## config.mk

```make
export PLATFORM = sky130hd
export DESIGN_NAME = nco_sweep_ctrl
export DESIGN_NICKNAME = d
export VERILOG_FILES = /design/src/rtl/nco_pkg.sv /design/src/rtl/nco_dwell_timer.sv /design/src/rtl/nco_sweep_ctrl.sv
export SDC_FILE = /design/constraint.sdc
export NUM_CORES = 1
export LEC_CHECK = 0
export ABC_AREA = 1
export BUFFER_PORTS_ARGS = -buffer_cell sky130_fd_sc_hd__buf_4
export CAP_MARGIN = 5
export CORE_AREA = 2 2 113 115
export CTS_CLUSTER_SIZE = 8
export DETAILED_ROUTE_END_ITERATION = 6
export DIE_AREA = 0 0 115 117
export PLACE_DENSITY = 0.68
export SLEW_MARGIN = 20
export SYNTH_ARGS = -nofsm -noshare
export SYNTH_HDL_FRONTEND = slang
export SYNTH_SLANG_ARGS = --single-unit
```

## constraint.sdc

```tcl
create_clock -name i_clk -period 3.56 [get_ports i_clk]
set_clock_uncertainty 0.05 [all_clocks]
set_input_delay 0.178 -clock i_clk [delete_from_list [all_inputs] [get_ports i_clk]]
set_output_delay 0.178 -clock i_clk [all_outputs]
set_load 0.05 [all_outputs]
```

## src/rtl/nco_pkg.sv

```systemverilog
// Shared types and default widths for the NCO frequency-sweep scheduler.
package nco_pkg;

    localparam int FSTEP_W_DFLT = 10;
    localparam int DWELL_W_DFLT = 16;
    localparam int NSTEP_W_DFLT = 8;

    localparam int FSTEP_MAX = (2 ** FSTEP_W_DFLT) - 1;

    typedef enum logic [1:0] {
        IDLE = 2'd0,
        RUN  = 2'd1,
        DONE = 2'd2
    } sweep_state_t;

    typedef enum logic {
        DIR_UP   = 1'b0,
        DIR_DOWN = 1'b1
    } sweep_dir_t;

endpackage

```

## src/rtl/nco_dwell_timer.sv

```systemverilog
// Loadable down-counter; o_expire is high while the count sits at zero.
module nco_dwell_timer
    import nco_pkg::*;
#(
    parameter int DWELL_W = DWELL_W_DFLT
) (
    input  logic               i_clk,
    input  logic               i_rst_n,
    input  logic               i_load,
    input  logic [DWELL_W-1:0] i_load_val,
    output logic               o_expire
);

    logic [DWELL_W-1:0] cnt_q, cnt_d;

    always_comb begin
        cnt_d = cnt_q;
        if (i_load) begin
            cnt_d = i_load_val;
        end else if (cnt_q != '0) begin
            cnt_d = cnt_q - DWELL_W'(1);
        end
    end

    // NOTE: sequential state uses non-blocking assignments so every register samples pre-edge values.
    always_ff @(posedge i_clk or negedge i_rst_n) begin
        if (!i_rst_n) begin
            cnt_q <= '0;
        end else begin
            cnt_q <= cnt_d;
        end
    end

    assign o_expire = (cnt_q == '0);

endmodule

```

## src/rtl/nco_sweep_ctrl.sv

```systemverilog
// Frequency-sweep scheduler: steps the NCO tuning word with saturating arithmetic and a dwell per value.
module nco_sweep_ctrl
    import nco_pkg::*;
#(
    parameter int FSTEP_W = FSTEP_W_DFLT,
    parameter int DWELL_W = DWELL_W_DFLT,
    parameter int NSTEP_W = NSTEP_W_DFLT
) (
    input  logic               i_clk,
    input  logic               i_rst_n,
    input  logic               i_start,
    input  logic               i_abort,
    input  logic               i_mode,
    input  logic [FSTEP_W-1:0] i_f_start,
    input  logic [FSTEP_W-1:0] i_f_incr,
    input  logic [NSTEP_W-1:0] i_n_steps,
    input  logic [DWELL_W-1:0] i_dwell,
    output logic [FSTEP_W-1:0] o_freq_step,
    output logic               o_freq_valid,
    output logic               o_busy,
    output logic               o_done,
    output logic               o_sat,
    output logic [NSTEP_W-1:0] o_step_idx
);

    localparam logic [FSTEP_W-1:0] F_MAX = {FSTEP_W{1'b1}};

    sweep_state_t       state_q, state_d;
    sweep_dir_t         dir_q, dir_d;
    logic               mode_q, mode_d;
    logic [FSTEP_W-1:0] incr_q, incr_d;
    logic [NSTEP_W-1:0] n_q, n_d;
    logic [DWELL_W-1:0] dwell_m1_q, dwell_m1_d;
    logic [FSTEP_W-1:0] freq_q, freq_d;
    logic               valid_q, valid_d;
    logic               busy_q, busy_d;
    logic               done_q, done_d;
    logic               sat_q, sat_d;
    logic [NSTEP_W-1:0] idx_q, idx_d;

    logic               tmr_load;
    logic [DWELL_W-1:0] tmr_val;
    logic               tmr_expire;
    logic [DWELL_W-1:0] in_dwell_m1;

    logic [FSTEP_W:0]   up_sum, dn_diff;
    logic [FSTEP_W-1:0] up_val, dn_val;
    logic               up_clamp, dn_clamp;
    logic               step_en;
    sweep_dir_t         step_dir;

    assign in_dwell_m1 = (i_dwell == '0) ? '0 : i_dwell - DWELL_W'(1);

    // One extra bit exposes the carry/borrow that decides the clamp.
    assign up_sum   = {1'b0, freq_q} + {1'b0, incr_q};
    assign dn_diff  = {1'b0, freq_q} - {1'b0, incr_q};
    assign up_clamp = up_sum[FSTEP_W];
    assign dn_clamp = dn_diff[FSTEP_W];
    assign up_val   = up_clamp ? F_MAX : up_sum[FSTEP_W-1:0];
    assign dn_val   = dn_clamp ? '0 : dn_diff[FSTEP_W-1:0];

    // NOTE: every signal gets a default before the case so no path leaves one unassigned (no latches).
    always_comb begin
        state_d    = state_q;
        dir_d      = dir_q;
        mode_d     = mode_q;
        incr_d     = incr_q;
        n_d        = n_q;
        dwell_m1_d = dwell_m1_q;
        freq_d     = freq_q;
        valid_d    = 1'b0;
        busy_d     = busy_q;
        done_d     = 1'b0;
        sat_d      = sat_q;
        idx_d      = idx_q;
        tmr_load   = 1'b0;
        tmr_val    = dwell_m1_q;
        step_en    = 1'b0;
        step_dir   = dir_q;

        unique case (state_q)
            IDLE: begin
                if (i_start && !i_abort) begin
                    state_d    = RUN;
                    dir_d      = DIR_UP;
                    mode_d     = i_mode;
                    incr_d     = i_f_incr;
                    n_d        = i_n_steps;
                    dwell_m1_d = in_dwell_m1;
                    freq_d     = i_f_start;
                    valid_d    = 1'b1;
                    busy_d     = 1'b1;
                    sat_d      = 1'b0;
                    idx_d      = '0;
                    tmr_load   = 1'b1;
                    tmr_val    = in_dwell_m1;
                end
            end
            RUN: begin
                if (i_abort) begin
                    state_d = IDLE;
                    busy_d  = 1'b0;
                end else if (tmr_expire) begin
                    tmr_load = 1'b1;
                    if (idx_q < n_q) begin
                        step_en = 1'b1;
                        idx_d   = idx_q + NSTEP_W'(1);
                    end else if (!mode_q) begin
                        state_d = DONE;
                        busy_d  = 1'b0;
                        done_d  = 1'b1;
                    end else if (n_q != '0) begin
                        // The turning value is index 0 of the new leg; the step emitted here is index 1.
                        dir_d    = (dir_q == DIR_UP) ? DIR_DOWN : DIR_UP;
                        step_dir = (dir_q == DIR_UP) ? DIR_DOWN : DIR_UP;
                        step_en  = 1'b1;
                        idx_d    = NSTEP_W'(1);
                    end
                end
            end
            DONE: begin
                state_d = IDLE;
            end
            default: begin
                state_d = IDLE;
                busy_d  = 1'b0;
            end
        endcase

        if (step_en) begin
            valid_d = 1'b1;
            if (step_dir == DIR_UP) begin
                freq_d = up_val;
                sat_d  = sat_q | up_clamp;
            end else begin
                freq_d = dn_val;
                sat_d  = sat_q | dn_clamp;
            end
        end
    end

    always_ff @(posedge i_clk or negedge i_rst_n) begin
        if (!i_rst_n) begin
            state_q    <= IDLE;
            dir_q      <= DIR_UP;
            mode_q     <= 1'b0;
            incr_q     <= '0;
            n_q        <= '0;
            dwell_m1_q <= '0;
            freq_q     <= '0;
            valid_q    <= 1'b0;
            busy_q     <= 1'b0;
            done_q     <= 1'b0;
            sat_q      <= 1'b0;
            idx_q      <= '0;
        end else begin
            state_q    <= state_d;
            dir_q      <= dir_d;
            mode_q     <= mode_d;
            incr_q     <= incr_d;
            n_q        <= n_d;
            dwell_m1_q <= dwell_m1_d;
            freq_q     <= freq_d;
            valid_q    <= valid_d;
            busy_q     <= busy_d;
            done_q     <= done_d;
            sat_q      <= sat_d;
            idx_q      <= idx_d;
        end
    end

    nco_dwell_timer #(
        .DWELL_W(DWELL_W)
    ) u_dwell_timer (
        .i_clk     (i_clk),
        .i_rst_n   (i_rst_n),
        .i_load    (tmr_load),
        .i_load_val(tmr_val),
        .o_expire  (tmr_expire)
    );

    assign o_freq_step  = freq_q;
    assign o_freq_valid = valid_q;
    assign o_busy       = busy_q;
    assign o_done       = done_q;
    assign o_sat        = sat_q;
    assign o_step_idx   = idx_q;

endmodule

```

**After elaboration in Yosys (flattened, before gate mapping)**

Cells that the tools add are included.

- Muxes and demuxes: 59
- Equality and inequality tests: 10
- $add $sub $neg: 5
- Order comparisons: 1
- Bitwise logic cells: 3
- $mul: 0
- Shift operators: 0
- Divide/modulo/power cells: 0
- Reductions and logical operators: 17

Operator list:

| operator | count |
|---|---|
| 2-to-1 mux 16 bit | 5 |
| 2-to-1 mux 10 bit | 6 |
| 2-to-1 mux 8 bit | 6 |
| logical NOT 16 bit | 2 |
| 2-to-1 mux 1 bit | 32 |
| subtractor 16 x 1 -> 16 bit, second input constant | 2 |
| case mux 8 bit (2 select lines) | 1 |
| nonzero test 16 bit | 1 |
| != test 3 bit, second input constant | 5 |
| adder 10 x 10 -> 11 bit | 1 |
| subtractor 10 x 10 -> 11 bit | 1 |
| 2-to-1 mux 2 bit | 5 |
| adder 8 x 1 -> 8 bit, second input constant | 1 |
| less-than comparator 8 bit | 1 |
| nonzero test 2 bit | 4 |
| nonzero test 8 bit | 1 |
| != test 2 bit, second input constant | 3 |
| AND reduction 2 bit | 3 |
| AND reduction 6 bit | 1 |
| AND reduction 5 bit | 1 |
| case mux 1 bit (2 select lines) | 2 |
| case mux 2 bit (2 select lines) | 1 |
| AND reduction 4 bit | 1 |
| case mux 1 bit (3 select lines) | 1 |
| 7 further kinds | 8 |

- Memory bits (read-only): 0
- Output and inout port bits: 22
- Bits in writable memories: 0
- Flip-flop bits (word level): 76
- Latch bits: 0
- Word-level logic and storage cells: 108
- Input port bits: 49
- Memories: 0

**Longest topological paths before layout**

Gate-level depths: netlist of run 1.

- Depth in word-level cells: 9
- Depth in mapped cells: 16
- Gate-level depth less buffers: 15

**Cells and area by module**

Synthesis of run 1 repeated with hierarchy kept, for this count alone.

- Cell total of the unflattened synthesis: 779
- Area total of the unflattened synthesis: 5,587.9 µm²

Modules (own cells, without submodules):

| module | sequential area each (µm²) | cells an instance | instances | area each (µm²) |
|---|---|---|---|---|
| nco_sweep_ctrl | 1,501.4 | 612 | 1 | 4,403.0 |
| nco_dwell_timer | 400.4 | 167 | 1 | 1,184.9 |

**Least setup slack after synthesis of run 1**

No wires, ideal clock.

- Path type: register -> register
- Start: reg freq_q[0], in the netlist o_freq_step[0]
- End: reg freq_q[8], in the netlist o_freq_step[8]
- Path buffers: 0
- Path slack: 1.297 ns
- Cell stages (with the launch flop): 15
- Required time: 3.393 ns
- Period minus slack after synthesis: 2.263 ns
- Data arrival time: 2.097 ns
- Setup time: 0.117 ns
- Cells stage by stage: dfrtp_1 -> ha_1 -> fa_1 -> inv_1 -> nor2_1 -> o21ai_0 -> nand2_1 -> nand2_1 -> nand2_1 -> nand2_1 -> nand3_1 -> nand3_1 -> nand2_1 -> nand2_1 -> nand2_1

- Longest elaborated chain between the ends: 4
- Elaborated cells between the ends (all ways): 6
- Classes of those cells: add/sub (2); mux (4)

RTL lines:

| item | RTL line | text |
|---|---|---|
| from (decl) | nco_sweep_ctrl.sv:34 | `logic [FSTEP_W-1:0] freq_q, freq_d;` |
| from (signal assigned) | nco_sweep_ctrl.sv:163 | `freq_q <= freq_d;` |
| adder 10 x 10 -> 11 bit or subtractor 10 x 10 -> 11 bit (tied branches) | nco_sweep_ctrl.sv:55, nco_sweep_ctrl.sv:56 |  |
| 2-to-1 mux 10 bit (on tied branches) | nco_sweep_ctrl.sv:59, nco_sweep_ctrl.sv:60 |  |
| 2-to-1 mux 10 bit (*) | nco_sweep_ctrl.sv:132 | `if (step_dir == DIR_UP) begin` |
| 2-to-1 mux 10 bit (*) | nco_sweep_ctrl.sv:130 | `if (step_en) begin` |

Every way passes the cells marked *; elsewhere a longest branch is shown, timed or not.
A chain may end at the register's enable or synchronous reset.

**Final worst setup path of run 1**

- Start: in i_abort
- End: reg freq_q[6], in the netlist o_freq_step[6]

- Longest elaborated chain between the ends: 4
- Elaborated cells between the ends (all ways): 11
- Classes of those cells: mux (6); reduce/logical (5)

RTL lines:

| item | RTL line | text |
|---|---|---|
| from (decl) | nco_sweep_ctrl.sv:12 | `input logic i_abort,` |
| 2-to-1 mux 1 bit or logical NOT 1 bit (tied branches) | nco_sweep_ctrl.sv:100, nco_sweep_ctrl.sv:83 |  |
| 2-to-1 mux 1 bit or logical AND 1 bit (tied branches) | nco_sweep_ctrl.sv:81, nco_sweep_ctrl.sv:83 |  |
| 2-to-1 mux 10 bit or nonzero test 2 bit (tied branches) | n/a |  |
| 2-to-1 mux 10 bit or AND reduction 2 bit (tied branches) | n/a |  |

Several ways; a longest one is shown, not always the timed one.

==> flow_summary.json, run 1 <==
{
  "status": "finished clean",
  "final_cell_mix": "nand2_1 (233), inv_1 (101), nor2_1 (81)",
  "path_clk_slew_ps": 60,
  "end_kind": "flip-flop",
  "cpPeakStageDelay_ps": 540,
  "grt_max_degree": 77,
  "maxSlewHeadroom": 0.506,
  "peakVddDrop_v": 0.000374,
  "yosysSeqAreaShare": 0.353,
  "ant_nets": 0,
  "drc": 0,
  "drive_gt1_frac": 0.126,
  "crit_slowest_cell": "dlygate4sd3_1",
  "grt_pass1_wl_um": 22800,
  "die_h_um": 117,
  "ys_types": 38,
  "hpwl_um": 10100,
  "worstSetupPathType": "in2reg",
  "r2r_cells": 8,
  "via_per_inst": 5.05,
  "portBuffers": 70,
  "syn_area_um2": 5390,
  "syn_inst": 780,
  "grt_usage": 0.214,
  "hold_violations": 0,
  "synth-seq-cells": 76,
  "crit_path_frequent_cell": "nand2_1",
  "rsz0062_at_grt": "false",
  "nets": 943,
  "startpoint": "i_abort",
  "cts_made_buffers": 9,
  "clock-sinks": 76,
  "multi_input_area_um2": 2980,
  "crit_cells": 12,
  "rrSetupSlack_ps": 1140,
  "required_ps": 3790,
  "grt_pass1_vias": 4970,
  "cts_htree_levels": 3,
  "whs_path_depth": 3,
  "place_inst": 980,
  "wl_per_cell_um": 13.4,
  "stdcell_count": 1015,
  "wirelength_um": 13600,
  "die_x_um": 115,
  "crit_path_max_fanout": 46,
  "start_util": 0.438,
  "max_cap_viol_count": 0,
  "nFillCells": 1255,
  "clock_latency_ps": 340,
  "crit_family": "buffers and inverters",
  "first_iter_violations": 375,
  "path_buf_inv": 7,
  "dp_slack_ps": 1160,
  "io_pins": 71,
  "clock_path_buffers": 2,
  "cts.repair.resized": 0,
  "core_area_um2": 12300,
  "crit_chain": "dlygate4sd3_1, buf_4, inv_1, nand2_1, inv_1, nand2_1, buf_4, inv_2, nand2_1, nand2_1, inv_1, nand2_1",
  "yosys_most_used_dff": "dfrtp_1",
  "fin_ws_ps": 979,
  "setup_viol": 0,
  "hold_buffers": 19,
  "post-route-min-period_ps": 2580,
  "finalSetupTns_ps": 0,
  "gp_congestion": 0.914,
  "antenna_found_initial": 0,
  "power.density_nw_per_um2": 552,
  "areaGrowthSynthToFinish_pct": 19.8,
  "diodes": 0,
  "r2r-end": "o_freq_step[6]",
  "die_area_um2": 13500,
  "synth.avg_cell_area_um2": 6.92,
  "worstSetupEndpoint": "o_freq_step[6]",
  "post-route-period-util": 0.725,
  "synthesis.nets": 863,
  "async_flop_share": 1.00,
  "first_pass_iters": 5,
  "final_common_cell": "nand2_1",
  "worst_pin_slew_ps": 740,
  "worstReg2RegStart": "state_q[0]",
  "crit_path_start_kind": "input port",
  "cts_tree": "built",
  "timing.fmax_mhz": 387,
  "placementRows": 41,
  "clockRootBuffer": "clkbuf_16",
  "arrival_ps": 2810,
  "p_leak_uw": 0.00342,
  "dr_total_vias": 5122,
  "grt-ovfl-total": 0,
  "final_max_slew_viol_count": 0,
  "post-cts-setup-buffer-count": 0,
  "hold_class": "in2reg",
  "synth_edf_count": 0,
  "min-delay-start": "i_mode",
  "yosys_warnings": 0,
  "whs_ps": 9.88,
  "seq_area_um2": 1900
}
worst min-delay path by stage:
stage | to
after detailed placement | o_done
after CTS | mode_q
after floorplan | dir_q
after global routing | incr_q[6]
after global placement | n_q[0]
final | mode_q
worst reg2reg max path, stage by stage, from the launching register on:
cell and delay, ps:
dfrtp_1 410, nor2_1 150, nand2_1 470, buf_4 430
inv_2 550, nand2_1 130, nand2_1 100, inv_1 40
nand2_1 50
area by class of cell:
class | instances | share of cell area
multi-input combinational | 580 | 0.461
clock inverter | 7 | 0.00794
sequential | 76 | 0.294
inverter | 103 | 0.0598
timing repair buffer | 90 | 0.113
tap | 150 | 0.0291
clock buffer | 9 | 0.0349
kinds of logic (layout without fill, tap and decap cells):
logic type               count (synthesis)  in the layout  synth area share
AO/OA/AOI/OAI                           88             88            0.0891
XOR/XNOR                                24             24            0.0390
AND/OR/NAND/NOR                        434            434             0.343
buffers and inverters                  124            209            0.0949
flip-flops                              76             76             0.353
adder cells (fa/ha/maj)                 34             34            0.0817
routing by layer:
layer | GRT usage | share of wire | vias to the layer above | routed length, µm
li1 | - | - | 2633 | -
met1 | 0.272 | 0.46 | 2381 | 6270
met2 | 0.368 | 0.49 | 86 | 6660
met3 | 0.0391 | 0.033 | 22 | 456
met4 | 0.0771 | 0.017 | 0 | 227
met5 | 0 | 0 | - | 0
per-stage QoR:
step / util / area (µm²) / power, µW
2_1_floorplan: - / 5390 / 2310
3_3_place_gp: 0.486 / 5990 / 2690
3_5_place_dp: 0.486 / 5990 / 2690
4_1_cts: 0.524 / 6460 / 3580
5_1_grt: 0.525 / 6460 / 3860
6_report: 0.525 / 6460 / 3570
where the power goes:
group	switching [µW]	internal [µW]
clock network	379	475
registers	168	1050
logic	956	545
total	1500	2070
flip-flops by register name, summed over array words and instances, names as in the netlist:
register,count
dir_q,1
dwell_m1_q,16
incr_q,10
mode_q,1
n_q,8
o_busy,1
o_done,1
o_freq_step,10
o_freq_valid,1
o_sat,1
o_step_idx,8
state_q,2
u_dwell_timer.cnt_q,16
cell usage after synthesis (all sizes together), types with 3 or more instances:
cell / instances / area [µm²]
a21oi: 21 / 109
a31oi: 3 / 18.8
buf: 14 / 96.3
clkbuf: 7 / 28.8
dfrtp: 76 / 1900
ha: 32 / 400
inv: 103 / 387
nand2: 242 / 946
nand3: 71 / 360
nand3b: 3 / 22.5
nand4: 9 / 56.3
nor2: 89 / 354
nor3: 16 / 85.1
nor4: 3 / 18.8
o21ai: 53 / 265
o21bai: 3 / 22.5
xnor2: 8 / 70.1
xor2: 16 / 140
No activity file was read; power rests on OpenSTA's default activity.
==> inputs of run 2 (changes only) <==
--- a/config.mk
+++ b/config.mk
@@ -12,7 +12,7 @@
 export CTS_CLUSTER_SIZE = 8
 export DETAILED_ROUTE_END_ITERATION = 6
 export DIE_AREA = 0 0 115 117
-export PLACE_DENSITY = 0.68
+export PLACE_DENSITY = 0.7
 export SLEW_MARGIN = 20
 export SYNTH_ARGS = -nofsm -noshare
 export SYNTH_HDL_FRONTEND = slang
==> constraint.sdc (replaced) <==
create_clock -name i_clk -period 2.1 [get_ports i_clk]
set_clock_uncertainty 0.05 [all_clocks]
set_input_delay 0.105 -clock i_clk [delete_from_list [all_inputs] [get_ports i_clk]]
set_output_delay 0.105 -clock i_clk [all_outputs]
set_load 0.05 [all_outputs]
==> run 2 against run 1 <==
Compared with the run above: critical path depth is 3 higher; clock power is 100% higher; clock-buffer cell count is 1 higher; highest routed layer unchanged.
==> flow_summary.json, run 2 (synthesis results as in run 1) <==
{
  "status": "finished clean",
  "arrival_ps": 2190,
  "ant_nets": 0,
  "top_layer_used": "met4",
  "path_clk_slew_ps": 60,
  "design_power_total_uw": 6960,
  "wl_met2_um": 7440,
  "gp_congestion": 0.938,
  "die_h_um": 117,
  "finalSetupTns_ps": 0,
  "wl_met1_um": 6690,
  "worst_pin_slew_ps": 535,
  "maxSlewHeadroom": 0.643,
  "final_core_util": 0.590,
  "stdcell_count": 1080,
  "required_ps": 2280,
  "final_common_cell": "nand2_1",
  "drive_gt1_frac": 0.240,
  "setup_viol": 0,
  "antenna_found_initial": 0,
  "clock_path_buffers": 2,
  "start_util": 0.438,
  "hold_violations": 0,
  "grt_usage": 0.230,
  "grt_pass1_vias": 5244,
  "crit_path_start_kind": "flip-flop",
  "peakVddDrop_v": 0.000596,
  "rsz0062_at_grt": "true",
  "first_pass_iters": 5,
  "final_cell_mix": "nand2_1 (225), buf_4 (124), inv_1 (93)",
  "placementRows": 41,
  "worstSetupPathType": "reg2reg",
  "power.density_nw_per_um2": 958,
  "dr_total_vias": 5448,
  "portBuffers": 70,
  "hold_class": "in2reg",
  "diodes": 0,
  "clock-sinks": 76,
  "wl_per_cell_um": 14.0,
  "cts_htree_levels": 3,
  "p_leak_uw": 0.00376,
  "final_max_slew_viol_count": 0,
  "cts_made_buffers": 9,
  "wl_met3_um": 644,
  "areaGrowthSynthToFinish_pct": 34.7,
  "drc": 0,
  "grt_pass1_wl_um": 24400,
  "post-route-min-period_ps": 2000,
  "biggestRegsByFlops": "dwell_m1_q (16), u_dwell_timer.cnt_q (16)",
  "cts_tree": "built",
  "hpwl_um": 10900,
  "grt-ovfl-total": 0,
  "die_area_um2": 13500,
  "core_area_um2": 12300,
  "first_iter_violations": 372,
  "die_x_um": 115,
  "crit_path_max_fanout": 5,
  "max_cap_viol_count": 0,
  "wirelength_um": 15100,
  "whs_ps": 2.20,
  "grt_max_degree": 40,
  "io_pins": 71,
  "clock_latency_ps": 350,
  "via_per_inst": 5.04,
  "end_kind": "flip-flop",
  "post-route-period-util": 0.955,
  "clockRootBuffer": "clkbuf_16",
  "timing.fmax_mhz": 499,
  "rrSetupSlack_ps": 100,
  "place_inst": 1034,
  "nets": 1008
}
[run 2: cell count changes in the layout (fill, tap and decap cells not counted), moves of 7 or more]
cell,delta
nand2_1,-8
inv_1,-8
inv_2,+8
dfrtp_1,-9
dfrtp_2,+9
buf_4,+54
ha_4,+7
ha_1,-10
dlygate4sd3_1,+7
[run 2: final cells by class]
type	count	area [µm²]
Clock buffer	10	229
Tap cell	150	188
Multi-Input combinational cell	580	3190
Fill cell	1155	5040
Inverter	103	387
Sequential cell	76	1910
Timing Repair Buffer	155	1260
Clock inverter	6	95.1
[run 2: final timing paths]
kind / start / end / depth (start not counted)
worst max register to register: o_freq_step[0] / o_freq_step[1] / 15
max in group asynchronous: i_rst_n / o_freq_step[7] / 3
worst min-delay path: i_f_start[8] / o_freq_step[8] / 5
worst min register to register: dwell_m1_q[13] / dwell_m1_q[13] / 2
worst max-delay path: o_freq_step[0] / o_freq_step[1] / 15
min in group asynchronous: i_rst_n / o_freq_valid / 2
[run 2: power breakdown]
| part | internal (µW) | total [µW] | switching (µW) |
|---|---|---|---|
| Sequential | 1780 | 2050 | 272 |
| Clock | 1050 | 1730 | 671 |
| Combinational | 1330 | 3190 | 1850 |
| Total | 4170 | 6960 | 2800 |
[run 2: worst max-delay path, stage by stage (launching register included)]
cell	delay, ps
dfrtp_2	430
inv_1	60
ha_1	150
inv_2	50
fa_2	400
nand2_2	90
nand2_2	60
nand3_2	80
nand2_4	90
buf_4	150
nand2_1	50
inv_1	40
nand2_1	50
nand2_1	50
nand2_1	50
nand2_1	50
[run 2: what timing repair did]
action                     CTS  global route
pin swaps                    0            17
setup endpoints to repair    9            18
buffers inserted             0             4
gates resized for setup      5            57
hold endpoints to repair    64             0
hold buffers                26             0
[run 2: per-stage QoR]
stage / instance area (µm²) / setup slack [ps]
after floorplan: 5410 / -18.2
after global routing: 7270 / -30.6
after CTS: 7030 / 38.3
after detailed placement: 6430 / -9.05
after global placement: 6430 / 12.4
final: 7270 / 95.3
[run 2: metal layers]
layer	global-route usage	up-vias
met5	0	-
met4	0.0779	0
met3	0.0381	25
met2	0.393	123
met1	0.299	2531
li1	-	2769
